<file path="src/rtl/ddram_wr_merge_pkg.sv">
// ddram_wr_merge_pkg
//   Shared definitions for the rotated-framebuffer DDRAM write path. The pixel
//   writer and the write-combining buffer both import this package, so they
//   agree on entry field widths and on the fixed Avalon side-band values.
//   Contents:
//     AW_DEFAULT      default DDRAM word-address width (64-bit words)
//     DATA_W / BE_W   write data width and byte-enable width
//     DDRAM_BURSTCNT_C, DDRAM_RD_C   constant Avalon burst count / read strobe
//     merge_bytes()   byte-wise overlay of new data onto old data

package ddram_wr_merge_pkg;

    localparam int AW_DEFAULT = 29;
    localparam int DATA_W     = 64;
    localparam int BE_W       = 8;

    localparam logic [7:0] DDRAM_BURSTCNT_C = 8'd1;
    localparam logic       DDRAM_RD_C       = 1'b0;

    // Bytes whose enable is set take the new value; others keep the old one.
    function automatic logic [DATA_W-1:0] merge_bytes(
        input logic [DATA_W-1:0] old_d,
        input logic [DATA_W-1:0] new_d,
        input logic [BE_W-1:0]   be
    );
        logic [DATA_W-1:0] r;
        r = old_d;
        for (int unsigned i = 0; i < BE_W; i++) begin
            if (be[i]) r[i*8 +: 8] = new_d[i*8 +: 8];
        end
        return r;
    endfunction

endpackage

</file>
<file path="src/rtl/ddram_wr_merge_if.sv">
// ddram_wr_merge_if
//   Avalon-MM write port towards DDRAM. Member names match the original
//   top-level port names so existing wiring maps one to one.
//   master: the write source (drives address/data/strobes, samples BUSY)
//   slave : the DDRAM controller side
//   DDRAM_BUSY      waitrequest
//   DDRAM_BURSTCNT  burst count
//   DDRAM_ADDR      64-bit word address
//   DDRAM_DIN       write data
//   DDRAM_BE        byte enables
//   DDRAM_WE        write request
//   DDRAM_RD        read request

interface ddram_wr_merge_if #(
    parameter int AW = 29
);
    import ddram_wr_merge_pkg::*;

    logic                DDRAM_BUSY;
    logic [7:0]          DDRAM_BURSTCNT;
    logic [AW-1:0]       DDRAM_ADDR;
    logic [DATA_W-1:0]   DDRAM_DIN;
    logic [BE_W-1:0]     DDRAM_BE;
    logic                DDRAM_WE;
    logic                DDRAM_RD;

    modport master (
        input  DDRAM_BUSY,
        output DDRAM_BURSTCNT, DDRAM_ADDR, DDRAM_DIN, DDRAM_BE, DDRAM_WE, DDRAM_RD
    );

    modport slave (
        output DDRAM_BUSY,
        input  DDRAM_BURSTCNT, DDRAM_ADDR, DDRAM_DIN, DDRAM_BE, DDRAM_WE, DDRAM_RD
    );

endinterface

</file>
<file path="src/rtl/ddram_wr_fifo.sv">
// ddram_wr_fifo
//   Synchronous FIFO of DDRAM write entries with a registered head stage that
//   drives the Avalon write strobe directly. The head entry counts towards
//   level, so level is the total number of writes not yet accepted by DDRAM.
//   Ports:
//     clk, rst_n         clock, asynchronous active-low reset
//     push, push_*       entry to enqueue this cycle
//     push_ready         push will be accepted (room, or a pop this cycle)
//     busy               Avalon waitrequest
//     head_we, head_*    registered head entry / write request
//     level              occupancy, 0..DEPTH

module ddram_wr_fifo
    import ddram_wr_merge_pkg::*;
#(
    parameter int AW         = AW_DEFAULT,
    parameter int DEPTH_LOG2 = 4
) (
    input  logic                  clk,
    input  logic                  rst_n,
    input  logic                  push,
    input  logic [AW-1:0]         push_addr,
    input  logic [DATA_W-1:0]     push_din,
    input  logic [BE_W-1:0]       push_be,
    output logic                  push_ready,
    input  logic                  busy,
    output logic                  head_we,
    output logic [AW-1:0]         head_addr,
    output logic [DATA_W-1:0]     head_din,
    output logic [BE_W-1:0]       head_be,
    output logic [DEPTH_LOG2:0]   level
);

    localparam int DEPTH = 1 << DEPTH_LOG2;
    localparam int LW    = DEPTH_LOG2 + 1;
    localparam int EW    = AW + DATA_W + BE_W;
    localparam logic [LW-1:0] FULL = LW'(DEPTH);

    logic [EW-1:0]          mem_q [DEPTH];
    logic [DEPTH_LOG2-1:0]  rd_ptr_q, rd_ptr_d;
    logic [DEPTH_LOG2-1:0]  wr_ptr_q, wr_ptr_d;
    logic [LW-1:0]          level_q, level_d;
    logic [LW-1:0]          avail;
    logic                   we_q, we_d;
    logic [EW-1:0]          head_q, head_d;
    logic                   pop;
    logic                   accept;

    always_comb begin
        pop        = we_q & ~busy;
        push_ready = (level_q != FULL) | pop;
        accept     = push & push_ready;
        rd_ptr_d   = rd_ptr_q + DEPTH_LOG2'(pop);
        wr_ptr_d   = wr_ptr_q + DEPTH_LOG2'(accept);
        level_d    = level_q + LW'(accept) - LW'(pop);
        // Entries already in memory that remain after this edge's pop; an
        // entry pushed this cycle is not yet readable and appears one cycle
        // later.
        avail      = level_q - LW'(pop);
        we_d       = we_q;
        head_d     = head_q;
        if (!(we_q && busy)) begin
            we_d = (avail != '0);
            if (avail != '0) head_d = mem_q[rd_ptr_d];
        end
    end

    always_ff @(posedge clk or negedge rst_n) begin
        if (!rst_n) begin
            rd_ptr_q <= '0;
            wr_ptr_q <= '0;
            level_q  <= '0;
            we_q     <= 1'b0;
            head_q   <= '0;
        end else begin
            rd_ptr_q <= rd_ptr_d;
            wr_ptr_q <= wr_ptr_d;
            level_q  <= level_d;
            we_q     <= we_d;
            head_q   <= head_d;
        end
    end

    always_ff @(posedge clk) begin
        if (accept) mem_q[wr_ptr_q] <= {push_addr, push_din, push_be};
    end

    assign head_we                         = we_q;
    assign {head_addr, head_din, head_be}  = head_q;
    assign level                           = level_q;

endmodule

</file>
<file path="src/rtl/ddram_wr_merge.sv">
// ddram_wr_merge
//   Write-combining buffer between the rotated-framebuffer pixel writer and the
//   DDRAM Avalon port. Half-word writes to the same 64-bit word are merged in a
//   single hold register, then queued and issued only while BUSY is low.
//   Ports:
//     clk_video, rst_n   clock, asynchronous active-low reset
//     in_wr/in_addr/in_din/in_be   write from the pixel writer (no stall)
//     flush              push the hold register at the next in_wr-free cycle
//     ddram              Avalon write master (ddram_wr_merge_if.master)
//     level              queued writes including the one on DDRAM_WE
//     overflow           sticky, set when an entry had to be dropped
//     drop_cnt           dropped entries, saturating
//     idle               nothing held, nothing queued, no write pending

module ddram_wr_merge
    import ddram_wr_merge_pkg::*;
#(
    parameter int AW         = AW_DEFAULT,
    parameter int DEPTH_LOG2 = 4,
    parameter int FLUSH_TO   = 8
) (
    input  logic                  clk_video,
    input  logic                  rst_n,
    input  logic                  in_wr,
    input  logic [AW-1:0]         in_addr,
    input  logic [DATA_W-1:0]     in_din,
    input  logic [BE_W-1:0]       in_be,
    input  logic                  flush,
    ddram_wr_merge_if.master      ddram,
    output logic [DEPTH_LOG2:0]   level,
    output logic                  overflow,
    output logic [15:0]           drop_cnt,
    output logic                  idle
);

    localparam logic [7:0] TO_LAST = 8'(FLUSH_TO - 1);

    logic                hold_v_q, hold_v_d;
    logic [AW-1:0]       hold_addr_q, hold_addr_d;
    logic [DATA_W-1:0]   hold_din_q, hold_din_d;
    logic [BE_W-1:0]     hold_be_q, hold_be_d;
    logic [7:0]          timer_q, timer_d;
    logic                flush_pend_q, flush_pend_d;
    logic                overflow_q, overflow_d;
    logic [15:0]         drop_cnt_q, drop_cnt_d;

    logic                push;
    logic                push_ready;
    logic                head_we;

    always_comb begin
        hold_v_d     = hold_v_q;
        hold_addr_d  = hold_addr_q;
        hold_din_d   = hold_din_q;
        hold_be_d    = hold_be_q;
        timer_d      = timer_q;
        flush_pend_d = flush_pend_q;
        overflow_d   = overflow_q;
        drop_cnt_d   = drop_cnt_q;
        push         = 1'b0;

        if (in_wr) begin
            // A flush seen during a write waits for the next write-free cycle.
            flush_pend_d = flush_pend_q | flush;
            timer_d      = '0;
            hold_v_d     = 1'b1;
            if (hold_v_q && (in_addr == hold_addr_q)) begin
                hold_din_d = merge_bytes(hold_din_q, in_din, in_be);
                hold_be_d  = hold_be_q | in_be;
            end else begin
                push        = hold_v_q;
                hold_addr_d = in_addr;
                hold_din_d  = in_din;
                hold_be_d   = in_be;
            end
        end else if (hold_v_q) begin
            if ((timer_q == TO_LAST) || flush_pend_q || flush) begin
                push         = 1'b1;
                hold_v_d     = 1'b0;
                flush_pend_d = 1'b0;
                timer_d      = '0;
            end else begin
                timer_d = timer_q + 8'd1;
            end
        end else begin
            flush_pend_d = 1'b0;
        end

        if (push && !push_ready) begin
            overflow_d = 1'b1;
            if (drop_cnt_q != 16'hFFFF) drop_cnt_d = drop_cnt_q + 16'd1;
        end
    end

    always_ff @(posedge clk_video or negedge rst_n) begin
        if (!rst_n) begin
            hold_v_q     <= 1'b0;
            hold_addr_q  <= '0;
            hold_din_q   <= '0;
            hold_be_q    <= '0;
            timer_q      <= '0;
            flush_pend_q <= 1'b0;
            overflow_q   <= 1'b0;
            drop_cnt_q   <= '0;
        end else begin
            hold_v_q     <= hold_v_d;
            hold_addr_q  <= hold_addr_d;
            hold_din_q   <= hold_din_d;
            hold_be_q    <= hold_be_d;
            timer_q      <= timer_d;
            flush_pend_q <= flush_pend_d;
            overflow_q   <= overflow_d;
            drop_cnt_q   <= drop_cnt_d;
        end
    end

    ddram_wr_fifo #(
        .AW         (AW),
        .DEPTH_LOG2 (DEPTH_LOG2)
    ) u_fifo (
        .clk        (clk_video),
        .rst_n      (rst_n),
        .push       (push),
        .push_addr  (hold_addr_q),
        .push_din   (hold_din_q),
        .push_be    (hold_be_q),
        .push_ready (push_ready),
        .busy       (ddram.DDRAM_BUSY),
        .head_we    (head_we),
        .head_addr  (ddram.DDRAM_ADDR),
        .head_din   (ddram.DDRAM_DIN),
        .head_be    (ddram.DDRAM_BE),
        .level      (level)
    );

    assign ddram.DDRAM_WE       = head_we;
    assign ddram.DDRAM_BURSTCNT = DDRAM_BURSTCNT_C;
    assign ddram.DDRAM_RD       = DDRAM_RD_C;

    assign overflow = overflow_q;
    assign drop_cnt = drop_cnt_q;
    assign idle     = ~hold_v_q & (level == '0) & ~head_we;

endmodule

</file>
<file path="src/flat_wrapper.sv">
// flat-port wrapper written by rule: the top's interface ports become plain ports
module ddram_wr_merge_flat import ddram_wr_merge_pkg::*;
#(
    parameter int AW         = AW_DEFAULT,
    parameter int DEPTH_LOG2 = 4,
    parameter int FLUSH_TO   = 8
)
  (clk_video, rst_n, in_wr, in_addr, in_din, in_be, flush, level, overflow, drop_cnt, idle, ddram_DDRAM_BUSY, ddram_DDRAM_BURSTCNT, ddram_DDRAM_ADDR, ddram_DDRAM_DIN, ddram_DDRAM_BE, ddram_DDRAM_WE, ddram_DDRAM_RD);
  ddram_wr_merge_if #(.AW(AW)) ddram_i ();
  input  logic clk_video;
  input  logic rst_n;
  input  logic in_wr;
  input  logic [AW-1:0] in_addr;
  input  logic [DATA_W-1:0] in_din;
  input  logic [BE_W-1:0] in_be;
  input  logic flush;
  output logic [DEPTH_LOG2:0] level;
  output logic overflow;
  output logic [15:0] drop_cnt;
  output logic idle;
  input wire logic [$bits(ddram_i.DDRAM_BUSY)-1:0] ddram_DDRAM_BUSY;
  output wire logic [$bits(ddram_i.DDRAM_BURSTCNT)-1:0] ddram_DDRAM_BURSTCNT;
  output wire logic [$bits(ddram_i.DDRAM_ADDR)-1:0] ddram_DDRAM_ADDR;
  output wire logic [$bits(ddram_i.DDRAM_DIN)-1:0] ddram_DDRAM_DIN;
  output wire logic [$bits(ddram_i.DDRAM_BE)-1:0] ddram_DDRAM_BE;
  output wire logic [$bits(ddram_i.DDRAM_WE)-1:0] ddram_DDRAM_WE;
  output wire logic [$bits(ddram_i.DDRAM_RD)-1:0] ddram_DDRAM_RD;
  assign ddram_i.DDRAM_BUSY = ddram_DDRAM_BUSY;
  assign ddram_DDRAM_BURSTCNT = ddram_i.DDRAM_BURSTCNT;
  assign ddram_DDRAM_ADDR = ddram_i.DDRAM_ADDR;
  assign ddram_DDRAM_DIN = ddram_i.DDRAM_DIN;
  assign ddram_DDRAM_BE = ddram_i.DDRAM_BE;
  assign ddram_DDRAM_WE = ddram_i.DDRAM_WE;
  assign ddram_DDRAM_RD = ddram_i.DDRAM_RD;
  ddram_wr_merge #(.AW(AW), .DEPTH_LOG2(DEPTH_LOG2), .FLUSH_TO(FLUSH_TO)) u_core (.clk_video(clk_video), .rst_n(rst_n), .in_wr(in_wr), .in_addr(in_addr), .in_din(in_din), .in_be(in_be), .flush(flush), .ddram(ddram_i), .level(level), .overflow(overflow), .drop_cnt(drop_cnt), .idle(idle));
endmodule
</file>
<file path="config.mk">
export PLATFORM = sky130hd
export DESIGN_NAME = ddram_wr_merge_flat
export DESIGN_NICKNAME = d
export VERILOG_FILES = /design/src/rtl/ddram_wr_merge_pkg.sv /design/src/rtl/ddram_wr_merge_if.sv /design/src/rtl/ddram_wr_fifo.sv /design/src/rtl/ddram_wr_merge.sv /design/src/flat_wrapper.sv
export SDC_FILE = /design/constraint.sdc
export NUM_CORES = 2
export LEC_CHECK = 0
export ABC_AREA = 1
export BUFFER_PORTS_ARGS = -buffer_cell sky130_fd_sc_hd__buf_2
export CAP_MARGIN = 5
export CORE_ASPECT_RATIO = 0.7
export CORE_MARGIN = 2
export CORE_UTILIZATION = 55
export DETAILED_ROUTE_END_ITERATION = 8
export PLACE_DENSITY = 0.72
export SYNTH_ARGS = -nofsm -noshare
export SYNTH_HDL_FRONTEND = slang
export SYNTH_SLANG_ARGS = --single-unit
</file>
<file path="constraint.sdc">
create_clock -name clk_video -period 16.9 [get_ports clk_video]
set_clock_uncertainty 0.15 [all_clocks]
set_input_delay 1.69 -clock clk_video [delete_from_list [all_inputs] [get_ports clk_video]]
set_output_delay 1.69 -clock clk_video [all_outputs]
set_load 0.01 [all_outputs]
</file>
==> summary.md <==
| Metric | Value |
|---|---|
| Max clock buf depth | 3 |
| Status | finished, final reports clean |
| Maximum vdd drop | 0.0002597 V |
| Post-CTS sizing | 0 |
| WP data arrival | approximately 6.4 ns |
| Critical Setup Path Class | in2reg |
| Die Wd | about 440 um |
| Drt first pass iters | 6 |
| Post-synth top cells | 1,616 x edfxtp_1, 1,061 x nor2_1, 411 x o21ai_0 |
| Hold buffer count at CTS | 0 |
| Largest net degree at the start of global routing | around 270 |
| Layout cells sized above 1 | 0.09689 |
| Ant diodes | 0 |
| Clk pwr share | 0.240 |
| Sequential fraction of the synthesis area | 0.7375 |
| Total GRT Usage | 0.2803 |
| Post-CTS Setup Inserts | 0 |
| Grt total ovfl | 0 |
| Final HPWL DP | around 95,000 um |
| CTS root buf | clkbuf_16 |
| Crit Reg-Reg Startpoint | u_core.hold_addr_q[1] |
| Nets@finish | slightly below 6,000 |
| Worst hold path startpoint | u_core.overflow |
| Sw Ratio | 0.3833 |
| Final setup margin | 11.09 ns |
| Area growth syn-to-layout | 10.19% |
| Worst-path maximum fanout | 260 |
| Most common cell in the netlist | edfxtp_1 |
| Cell internal pwr | approximately 9.4 mW |
| Drt via density | 6.327 |
| Netlist cell types | 37 |
| Syn Area/Cell | around 13 um2 |
| Starting Density | 0.5550 |
| Number of global-route vias before repair | 46,400 |
| FMAX | approximately 170 MHz |
| Die Span Y | a little over 300 um |
| Crit path depth | 12 |
| Drt drc | 0 |
| Core box area | ~130,000 um2 |
| Critical path buffer and inverter count | 4 |
| Initial drt markers | roughly 6,900 |
| Post-synth top area share | 0.6554 |
| Initial antenna violation count | 2 |
| Final hold viol count | 0 |
| Setup WS pre-CTS | around 10 ns |
| Synth warn | 0 |
| CTS HTree Levels | 4 |
| Hold/Removal Path Class | reg2reg |
| Crit path time final | 5.807 ns |
| Slowest stage cell, crit path | buf_4 |
| Max Slew Vio Count | 0 |
| Routed vias | roughly 48,000 |
| Routed WL | 195,000 um |
| Post-Syn Area | between 70,000 and 80,000 um2 |
| Final worst path period share | 0.3436 |
| Sequential power share | 0.391 |
| Cells along the critical path | buf_2 > nor2_1 > ha_4 > inv_16 > buf_4 > buf_4 > nor2_1 > o221ai_1 > nand3_1 > nand2_1 > nor2_1 > nor2_1 |
| Die area | roughly 140,000 um2 |
| Least-Margin Pin Slew | 1.323 ns |
| Pwr dens | about 190 nW/um2 |
| Number of max-cap violations | 0 |
| First-pass GRT wire length | slightly below 300,000 um |
| Worst Path Required | roughly 17 ns |
| Drt wl/cell | 25.84 um |
| Yosys top cell by area | edfxtp_1 |
| Yosys reg bits | about 1,900 |
| CP top delay family | buffers and inverters |
| Max stage delay on crit path | between 1 and 1.5 ns |
| Final Cell Area | between 80,000 and 90,000 um2 |
| RSZ-0062 raised after global routing | false |
| Reg2Reg Setup Slack | 11.48 ns |
| Final Setup Violations | 0 |
| Crit path from | ddram_DDRAM_BUSY |
| Synth top area cells | edfxtp_1 66%, dfrtp_1 8.2%, nor2_1 5.4%, o221ai_1 4.8%, o21bai_1 4.1% |
| Main flop type after synthesis | edfxtp_1 |
| P_leak | around 28 nW |
| Clock sink count | between 1,500 and 2,000 |
| Reg2reg path depth | 13 |
| Post-DRT Antenna Nets | 0 |
| Clock tree from TritonCTS | built |
| I/O pin count | 240 |
| Row Count | between 100 and 150 |
| Number of I/O port buffers | 230 |
| Comb power frac | 0.369 |
| Num CTS Buffers | about 170 |
| Clk slew on worst S/H paths | roughly 0.07 ns |
| Switching pwr | roughly 5.8 mW |
| Worst skew pair latency | approximately 0.80 ns |
| Total placed instance area | 76,400 um2 |
| Setup crit end kind | flop |
| Slew margin rel. | 0.1178 |
| EDFF count, synth | approximately 1,600 |
| CP dominant cell by count | nor2_1 |
| Routability cong. | around 0.8 |
| Ys async rst share | 0.1307 |
| Mapped Cells | between 5,000 and 6,000 |
| Setup TNS | 0 ns |
| Fill cells | slightly below 10,000 |
| Startpoint types | input pin |
| Reg-to-reg endpoint | u_core.u_fifo.mem_q[0][11] |
| CP endpoint | u_core.u_fifo.head_q[39] |
## cell type report
class,count,area [um2],share of cell area
Inverter,67,280.3,0.003435
Sequential cell,1859,54610,0.6693
Timing Repair Buffer,300,1802,0.02208
Clock inverter,65,431.7,0.005291
Clock buffer,243,4755,0.05828
Tap cell,1767,2211,0.02710
Multi-Input combinational cell,3246,17500,0.2145
## sequential cells by signal, summed over array words and instances, names as in the netlist
name	count
u_core.u_fifo.head_q	101
u_core.drop_cnt	16
u_core.u_fifo.level	5
u_core.overflow	1
u_core.u_fifo.wr_ptr_q	4
u_core.u_fifo.rd_ptr_q	4
u_core.u_fifo.mem_q	1616
u_core.hold_be_q	8
u_core.timer_q	8
u_core.hold_din_q	64
u_core.hold_addr_q	29
u_core.u_fifo.head_we	1
u_core.hold_v_q	1
u_core.flush_pend_q	1
## power groups by stage
stage / logic, mW / registers, mW / clock network (mW)
2_1_floorplan: 3.88 / 6.05 / 0
3_3_place_gp: 5.41 / 6.04 / 0
3_5_place_dp: 5.55 / 6.06 / 0
4_1_cts: 5.58 / 5.96 / 3.68
5_1_grt: 6.16 / 6.01 / 3.86
6_report: 5.63 / 5.97 / 3.65
## per-stage QoR
stage                     utilization  total power [mW]  instances  hold slack [ns]
after CTS                      0.6115             15.22       7547           0.3173
after floorplan                     -             9.928       5578           0.3281
after global placement         0.5727             11.45       7239           0.2950
after global routing           0.6115             16.04       7547           0.3559
after detailed placement       0.5727             11.60       7239           0.3001
final                          0.6115             15.25       7547           0.3118
## cells by family (layout without fill, tap and decap cells)
| family | after synthesis | in the layout | share of synthesized area |
|---|---|---|---|
| flip-flops | 1859 | 1859 | 0.7375 |
| AND/OR/NAND/NOR | 1836 | 1836 | 0.1002 |
| AO/OA/AOI/OAI | 1342 | 1342 | 0.1250 |
| buffers and inverters | 473 | 675 | 0.02922 |
| XOR/XNOR | 43 | 43 | 0.005087 |
| adder cells (fa/ha/maj) | 16 | 16 | 0.002805 |
| other | 2 | 9 | 0.0001014 |
## worst register-to-register path, cell delays in order (launching register included)
cell,delay [ns]
dfrtp_1,0.87
xnor2_1,0.15
nand2_1,0.11
nor2_1,0.05
nand2_1,0.28
nor2_1,0.10
nand3_1,0.22
nand2_1,0.10
nor2_1,0.17
clkinv_1,0.08
buf_4,0.27
nor2_4,0.73
buf_4,0.90
buf_4,0.82
## how the worst min path moves through the flow
stage                                end  slack (ns)  cells past startpoint
3_3_place_gp             u_core.overflow        0.29                      2
3_5_place_dp             u_core.overflow        0.30                      2
5_1_grt                  u_core.overflow        0.36                      2
6_report                 u_core.overflow        0.31                      2
2_1_floorplan  u_core.u_fifo.rd_ptr_q[0]        0.33                      1
4_1_cts                  u_core.overflow        0.32                      2
## cells in the final DEF, fill, tap and decap left out, types with 9 or more instances in the layout
cell,count
buf_4,62
buf_2,228
ha_1,13
xnor2_1,23
conb_1,9
o221ai_1,404
nand2_1,379
dfrtp_1,243
clkbuf_16,175
clkinv_1,25
clkinv_2,29
xor2_1,18
o21ai_1,11
o21bai_1,404
nor2_1,1045
edfxtp_1,1616
a21oi_1,106
clkbuf_8,12
inv_1,61
nand3_1,365
clkbuf_1,56
nor2_4,16
o21ai_0,411
buf_12,9
## metal layers
| layer | track usage | vias to the layer above | routed length [um] | part of all wire |
|---|---|---|---|---|
| met5 | 0 | - | 29 | 0.00015 |
| met4 | 0.09745 | 4 | 6232 | 0.032 |
| met3 | 0.04767 | 354 | 19450 | 0.10 |
| met2 | 0.4338 | 2569 | 90180 | 0.46 |
| met1 | 0.4063 | 23950 | 79110 | 0.41 |
| li1 | - | 20870 | - | - |
(Power assumes the default switching activity.)
